===== src/rtl/hex_disp_pkg.sv =====
// Shared definitions for the hex display scan path: digit width, the
// all-digits-dark select pattern, default timing values and the blink phase type.
package hex_disp_pkg;

   localparam int DIGIT_W             = 4;
   localparam int MAX_DIGITS          = 16;
   localparam int DEFAULT_TICK_DIV    = 50000;
   localparam int DEFAULT_BLINK_TICKS = 250;

   localparam logic [MAX_DIGITS-1:0] SEL_ALL_OFF = '1;

   typedef enum logic {
      PHASE_ON  = 1'b0,
      PHASE_OFF = 1'b1
   } blink_phase_e;

   // Counter width for a modulus, never less than one bit.
   function automatic int cnt_width(input int modulus);
      return (modulus > 1) ? $clog2(modulus) : 1;
   endfunction

endpackage


===== src/rtl/hex_scan_driver_if.sv =====
// Valid/ready load port of the hex scan driver: a source pushes a full
// multi-digit hex value, the driver accepts it when its shadow buffer is free.
interface hex_scan_driver_if
   import hex_disp_pkg::*;
#(
   parameter int NUM_DIGITS = 4
) ();

   logic                            load_valid;
   logic [DIGIT_W*NUM_DIGITS-1:0]   load_data;
   logic                            load_ready;

   modport master (
      output load_valid,
      output load_data,
      input  load_ready
   );

   modport slave (
      input  load_valid,
      input  load_data,
      output load_ready
   );

endinterface


===== src/rtl/scan_tick_gen.sv =====
// Scan prescaler: counts 0..TICK_DIV-1 and wraps; tick is high for the
// single cycle in which the count sits at TICK_DIV-1.
module scan_tick_gen
   import hex_disp_pkg::*;
#(
   parameter int TICK_DIV = DEFAULT_TICK_DIV
) (
   input  logic clk,
   input  logic reset_n,
   output logic tick
);

   localparam int            CW   = cnt_width(TICK_DIV);
   localparam logic [CW-1:0] LAST = CW'(TICK_DIV - 1);

   logic [CW-1:0] count_q;
   logic [CW-1:0] count_d;

   always_comb begin
      count_d = count_q + CW'(1);
      if (count_q == LAST) begin
         count_d = '0;
      end
   end

   always_ff @(posedge clk or negedge reset_n) begin
      if (!reset_n) begin
         count_q <= '0;
      end else begin
         count_q <= count_d;
      end
   end

   assign tick = (count_q == LAST);

endmodule


===== src/rtl/hex_scan_driver.sv =====
// Multiplexed hex display feeder: double-buffers a loaded value, commits it only
// at frame boundaries, and scans one nibble per step with blanking and blink.
module hex_scan_driver
   import hex_disp_pkg::*;
#(
   parameter int NUM_DIGITS  = 4,
   parameter int TICK_DIV    = DEFAULT_TICK_DIV,
   parameter int BLINK_TICKS = DEFAULT_BLINK_TICKS
) (
   input  logic                  clk,
   input  logic                  reset_n,
   hex_scan_driver_if.slave      load_if,
   input  logic                  blank_lz,
   input  logic                  blink_en,
   output logic [DIGIT_W-1:0]    digit_nibble,
   output logic [NUM_DIGITS-1:0] digit_sel_n
);

   localparam int DW = DIGIT_W * NUM_DIGITS;
   localparam int IW = cnt_width(NUM_DIGITS);
   localparam int BW = cnt_width(BLINK_TICKS);

   localparam logic [IW-1:0]         LAST_IDX   = IW'(NUM_DIGITS - 1);
   localparam logic [BW-1:0]         LAST_BLINK = BW'(BLINK_TICKS - 1);
   localparam logic [NUM_DIGITS-1:0] SEL_OFF    = SEL_ALL_OFF[NUM_DIGITS-1:0];

   if (NUM_DIGITS < 2 || NUM_DIGITS > MAX_DIGITS) begin : g_bad_digits
      $error("hex_scan_driver: NUM_DIGITS out of range");
   end
   if (TICK_DIV < 2) begin : g_bad_tick
      $error("hex_scan_driver: TICK_DIV must be at least 2");
   end
   if (BLINK_TICKS < 1) begin : g_bad_blink
      $error("hex_scan_driver: BLINK_TICKS must be at least 1");
   end

   logic tick;
   logic frame_end;
   logic accept;
   logic commit;
   logic upper_nonzero;
   logic blank;
   logic blink_off;

   logic [IW-1:0]         scan_idx_q,  scan_idx_d;
   logic                  pending_q,   pending_d;
   logic [DW-1:0]         shadow_q,    shadow_d;
   logic [DW-1:0]         disp_q,      disp_d;
   logic [BW-1:0]         blink_cnt_q, blink_cnt_d;
   blink_phase_e          phase_q,     phase_d;
   logic [DIGIT_W-1:0]    nibble_q,    nibble_d;
   logic [NUM_DIGITS-1:0] sel_q,       sel_d;

   scan_tick_gen #(
      .TICK_DIV (TICK_DIV)
   ) u_tick (
      .clk     (clk),
      .reset_n (reset_n),
      .tick    (tick)
   );

   assign frame_end = tick && (scan_idx_q == LAST_IDX);
   assign accept    = load_if.load_valid && !pending_q;
   assign commit    = frame_end && pending_q;

   // A new value sits in the shadow until the last digit of a frame has been
   // shown, so a frame is always drawn entirely from one loaded value.
   always_comb begin
      pending_d = pending_q;
      shadow_d  = shadow_q;
      disp_d    = disp_q;
      if (accept) begin
         shadow_d  = load_if.load_data;
         pending_d = 1'b1;
      end else if (commit) begin
         disp_d    = shadow_q;
         pending_d = 1'b0;
      end
   end

   always_comb begin
      scan_idx_d  = scan_idx_q;
      blink_cnt_d = blink_cnt_q;
      phase_d     = phase_q;
      if (tick) begin
         scan_idx_d = (scan_idx_q == LAST_IDX) ? '0 : scan_idx_q + IW'(1);
         if (blink_cnt_q == LAST_BLINK) begin
            blink_cnt_d = '0;
            phase_d     = (phase_q == PHASE_ON) ? PHASE_OFF : PHASE_ON;
         end else begin
            blink_cnt_d = blink_cnt_q + BW'(1);
         end
      end
   end

   // Leading-zero test: the current digit is blank when it and every more
   // significant digit are zero; digit 0 always stays lit.
   always_comb begin
      upper_nonzero = 1'b0;
      for (int k = 0; k < NUM_DIGITS; k++) begin
         if (k >= int'(scan_idx_q) && disp_q[DIGIT_W*k +: DIGIT_W] != '0) begin
            upper_nonzero = 1'b1;
         end
      end
      blank     = blank_lz && (scan_idx_q != '0) && !upper_nonzero;
      blink_off = blink_en && (phase_q == PHASE_OFF);
   end

   always_comb begin
      nibble_d = disp_q[DIGIT_W*scan_idx_q +: DIGIT_W];
      sel_d    = ~(NUM_DIGITS'(1) << scan_idx_q);
      if (blank || blink_off) begin
         sel_d = SEL_OFF;
      end
   end

   always_ff @(posedge clk or negedge reset_n) begin
      if (!reset_n) begin
         scan_idx_q  <= '0;
         pending_q   <= 1'b0;
         shadow_q    <= '0;
         disp_q      <= '0;
         blink_cnt_q <= '0;
         phase_q     <= PHASE_ON;
         nibble_q    <= '0;
         sel_q       <= SEL_OFF;
      end else begin
         scan_idx_q  <= scan_idx_d;
         pending_q   <= pending_d;
         shadow_q    <= shadow_d;
         disp_q      <= disp_d;
         blink_cnt_q <= blink_cnt_d;
         phase_q     <= phase_d;
         nibble_q    <= nibble_d;
         sel_q       <= sel_d;
      end
   end

   assign load_if.load_ready = !pending_q;
   assign digit_nibble       = nibble_q;
   assign digit_sel_n        = sel_q;

endmodule


===== src/flat_wrapper.sv =====
// flat-port wrapper written by rule: the top's interface ports become plain ports
module hex_scan_driver_flat import hex_disp_pkg::*;
#(
   parameter int NUM_DIGITS  = 4,
   parameter int TICK_DIV    = DEFAULT_TICK_DIV,
   parameter int BLINK_TICKS = DEFAULT_BLINK_TICKS
)
  (clk, reset_n, blank_lz, blink_en, digit_nibble, digit_sel_n, load_if_load_valid, load_if_load_data, load_if_load_ready);
  hex_scan_driver_if #(.NUM_DIGITS(NUM_DIGITS)) load_if_i ();
  input  logic clk;
  input  logic reset_n;
  input  logic blank_lz;
  input  logic blink_en;
  output logic [DIGIT_W-1:0] digit_nibble;
  output logic [NUM_DIGITS-1:0] digit_sel_n;
  input wire logic [$bits(load_if_i.load_valid)-1:0] load_if_load_valid;
  input wire logic [$bits(load_if_i.load_data)-1:0] load_if_load_data;
  output wire logic [$bits(load_if_i.load_ready)-1:0] load_if_load_ready;
  assign load_if_i.load_valid = load_if_load_valid;
  assign load_if_i.load_data = load_if_load_data;
  assign load_if_load_ready = load_if_i.load_ready;
  hex_scan_driver #(.NUM_DIGITS(NUM_DIGITS), .TICK_DIV(TICK_DIV), .BLINK_TICKS(BLINK_TICKS)) u_core (.clk(clk), .reset_n(reset_n), .load_if(load_if_i), .blank_lz(blank_lz), .blink_en(blink_en), .digit_nibble(digit_nibble), .digit_sel_n(digit_sel_n));
endmodule

===== config.mk =====
export PLATFORM = sky130hd
export DESIGN_NAME = hex_scan_driver_flat
export DESIGN_NICKNAME = d
export VERILOG_FILES = /design/src/rtl/hex_disp_pkg.sv /design/src/rtl/hex_scan_driver_if.sv /design/src/rtl/scan_tick_gen.sv /design/src/rtl/hex_scan_driver.sv /design/src/flat_wrapper.sv
export SDC_FILE = /design/constraint.sdc
export NUM_CORES = 1
export LEC_CHECK = 0
export BUFFER_PORTS_ARGS = -buffer_cell sky130_fd_sc_hd__buf_2
export CAP_MARGIN = 20
export CORE_ASPECT_RATIO = 1.4
export CORE_MARGIN = 5
export CORE_UTILIZATION = 62
export CTS_CLUSTER_SIZE = 8
export DETAILED_ROUTE_END_ITERATION = 10
export GPL_TIMING_DRIVEN = 1
export PLACE_DENSITY = 0.88
export SLEW_MARGIN = 20
export SYNTH_ARGS = -nofsm -noshare
export SYNTH_HDL_FRONTEND = slang
export SYNTH_SLANG_ARGS = --single-unit

===== constraint.sdc =====
create_clock -name clk -period 5.05 [get_ports clk]
set_input_delay 1.01 -clock clk [delete_from_list [all_inputs] [get_ports clk]]
set_output_delay 1.01 -clock clk [all_outputs]
set_load 0.05 [all_outputs]

==> qor.csv <==
metric;value;unit
syn_area_per_cell;12.85;um^2
cpMaxStageDelayCell;and3_1;
crit_fanout;17;
syn_to_final_growth;12.94;%
die_w;68.87;um
synthAdderAreaFrac;3.328;%
initial_core_util;63.10;%
wl_per_cell;15.52;um
clkSinkCount;68;
tns;0;ns
die_area;6364;um^2
design.core.area;4767;um^2
cts_buffers;9;
rsz0062_at_grt;false;
cts_resized;0;
grt_overflow;0;
synth-compound-area-share;4.451;%
ant_nets;0;
grt_pass1_vias;1947;
hold_slack;0.4392;ns
crit_arrival;3.13;ns
outcome;complete, no violations;
antenna_found_initial;0;
skew;0.008219;ns
grt_pass1_wl;9.032;mm
cp-end-kind;register;
worstPathRequired;5.27;ns
critPathKind;register to register;
dp_cells;321;
timing.final.crit_share;57.71;%
drive_gt1_share;30.04;%
cts_tree;built;
viasPerCell;5.596;
htreeDepth;3;
synth_top_family_by_area;multiplexers;
ys_warn_count;0;
cap_violations;0;
synth.net_count;263;
worst_pin_slew;0.8003;ns
yosysSeqAreaShare;56.74;%
cp_top_family;simple AND/OR/NAND/NOR gates;
fillers;337;
drt_first_iter_violations;145;
path_buf_inv;0;
nets;297;
syn_area;3008;um^2
leakage;1.617;nW
finalHoldViolations;0;
synth.distinct_cells;41;
netlist_instances;234;
synth_top_flop_cell;dfrtp_1;
hold_buffers;0;
critPathLaunchType;register;
n_antenna_cell;0;
port_buffers;29;
ir_drop;0.3023;mV
fin_crit;2.914;ns
postRouteWirelength;5.230;mm
dpl_cell_area;3194;um^2
synth_edf_count;0;
setup_viol;0;
grtUsageTotal;19.52;%
grt_max_degree;68;
stdcell_count;337;
clock_path_buffers;2;
max_slew_margin;46.24;%
power_density;308.2;nW/um^2
clock_latency;0.34;ns
drc;0;
place_congestion;0.7941;
clkTransAtPathRegs;0.07;ns
yosys.area_share.simple;13.73;%
final_cell_area;3397;um^2
max_freq;343.1;MHz
hp-class;primary input to asynchronous set/reset pin;
power;1.047;mW
num_vias;1886;
synthMuxAreaShare;15.35;%
ys_seq_elements;68;
root_buffer;clkbuf_8;
die_h;92.41;um
crit_path_max_incr_delay;0.75;ns
dp_hpwl;3.715;mm
synthXorXnorAreaFrac;3.494;%
postCtsSetupBuffers;0;
rows;30;
slew_viol_final;0;
io_pins;30;
firstDrtPassIters;4;
cp_cell_sequence;or4b_4, nor4_4, and3_1, mux2_2;
synthArstFlopShare;100.0;%
-- sequential cells by signal, summed over array words and instances, names as in the netlist --
name / flops
u_core.pending_q: 1
u_core.disp_q: 16
u_core.u_tick.count_q: 16
u_core.phase_q: 1
u_core.digit_nibble: 4
u_core.scan_idx_q: 2
u_core.digit_sel_n: 4
u_core.blink_cnt_q: 8
u_core.shadow_q: 16
-- metal layers --
metal	routed length, um	GRT usage [%]	part of all wire (%)
met3	206	6.675	3.9
met5	0	0	0
met1	2160	23.12	41
met4	97	8.130	1.9
met2	2765	31.69	53
-- worst paths after layout --
check,from,to,slack [ns],cells after the start
max,u_core.u_tick.count_q[5],u_core.disp_q[15],2.14,4
min,reset_n,u_core.u_tick.count_q[12],0.44,1
max reg2reg,u_core.u_tick.count_q[5],u_core.disp_q[15],2.14,4
min reg2reg,u_core.u_tick.count_q[0],u_core.u_tick.count_q[0],0.47,1
max in group asynchronous,reset_n,u_core.blink_cnt_q[0],3.67,2
min in group clk,u_core.u_tick.count_q[0],u_core.u_tick.count_q[0],0.47,1
-- kinds of logic (layout without fill, tap and decap cells) --
kind of cell | after synthesis | after routing
fa+ha+maj | 8 | 8
flops | 68 | 68
buf+inv | 17 | 56
mux | 37 | 37
simple gates | 68 | 68
compound gates | 24 | 24
xor+xnor | 12 | 12
-- worst register-to-register path, cell delays in order (launching register included) --
cell     delay (ns)
dfrtp_1        0.44
or4b_4         0.57
nor4_4         0.62
and3_1         0.75
mux2_2         0.41
-- metrics by stage --
stage	utilization [%]	setup WS (ns)
finish	71.26	2.136
global route	71.26	1.993
CTS	71.26	2.123
detailed placement	67.01	2.158
global placement	67.01	2.252
floorplan	-	2.836
-- cells in the mapped netlist, types with 2 or more instances --
| master | number | area, um^2 |
|---|---|---|
| o31ai_1 | 2 | 15.01 |
| dfrtp_1 | 64 | 1602 |
| xnor2_1 | 5 | 43.79 |
| nor2b_1 | 2 | 12.51 |
| nand4_1 | 3 | 18.77 |
| a21oi_1 | 6 | 30.03 |
| and3_1 | 6 | 37.54 |
| nor4_1 | 3 | 18.77 |
| and2_1 | 3 | 18.77 |
| mux4_2 | 4 | 90.09 |
| mux2_1 | 9 | 101.4 |
| dfstp_2 | 4 | 105.1 |
| or3_1 | 4 | 25.02 |
| inv_1 | 9 | 33.78 |
| nand2_1 | 15 | 56.30 |
| nor2_1 | 12 | 45.04 |
| clkbuf_1 | 4 | 15.01 |
| ha_1 | 8 | 100.1 |
| xor2_1 | 7 | 61.31 |
| o21ai_0 | 12 | 60.06 |
| nand3_1 | 7 | 35.03 |
| mux2_2 | 24 | 270.3 |
| and4_1 | 3 | 26.28 |
-- cell type report --
cell class	instances	area (um^2)	area share, %
Inverter	9	33.78	0.9945
Timing Repair Buffer	31	160.2	4.715
Clock buffer	12	155.1	4.567
Tap cell	64	80.08	2.357
Clock inverter	4	47.55	1.400
Sequential cell	68	1707	50.24
Multi-Input combinational cell	149	1214	35.73
-- placed cells by master (no fill, tap or decap), drive strengths merged, types with 2 or more instances in the layout --
master	instances
nor2	12
nand4bb	2
and2	3
clkinv	2
ha	8
and4	4
and3	6
o31ai	2
nor2b	2
dfstp	4
o21ai	13
inv	9
a21oi	6
nand4	3
mux4	4
xnor2	5
mux2	33
buf	31
clkbuf	12
xor2	7
nor4	4
nand2	15
or3	4
dfrtp	64
nand3	7
-- where the power goes --
part           switching (mW)  internal (mW)  total, mW
clock                   0.195          0.253      0.448
sequential            0.00777          0.560      0.567
combinational          0.0149         0.0166     0.0315
Power figures use the tool's default switching activity.
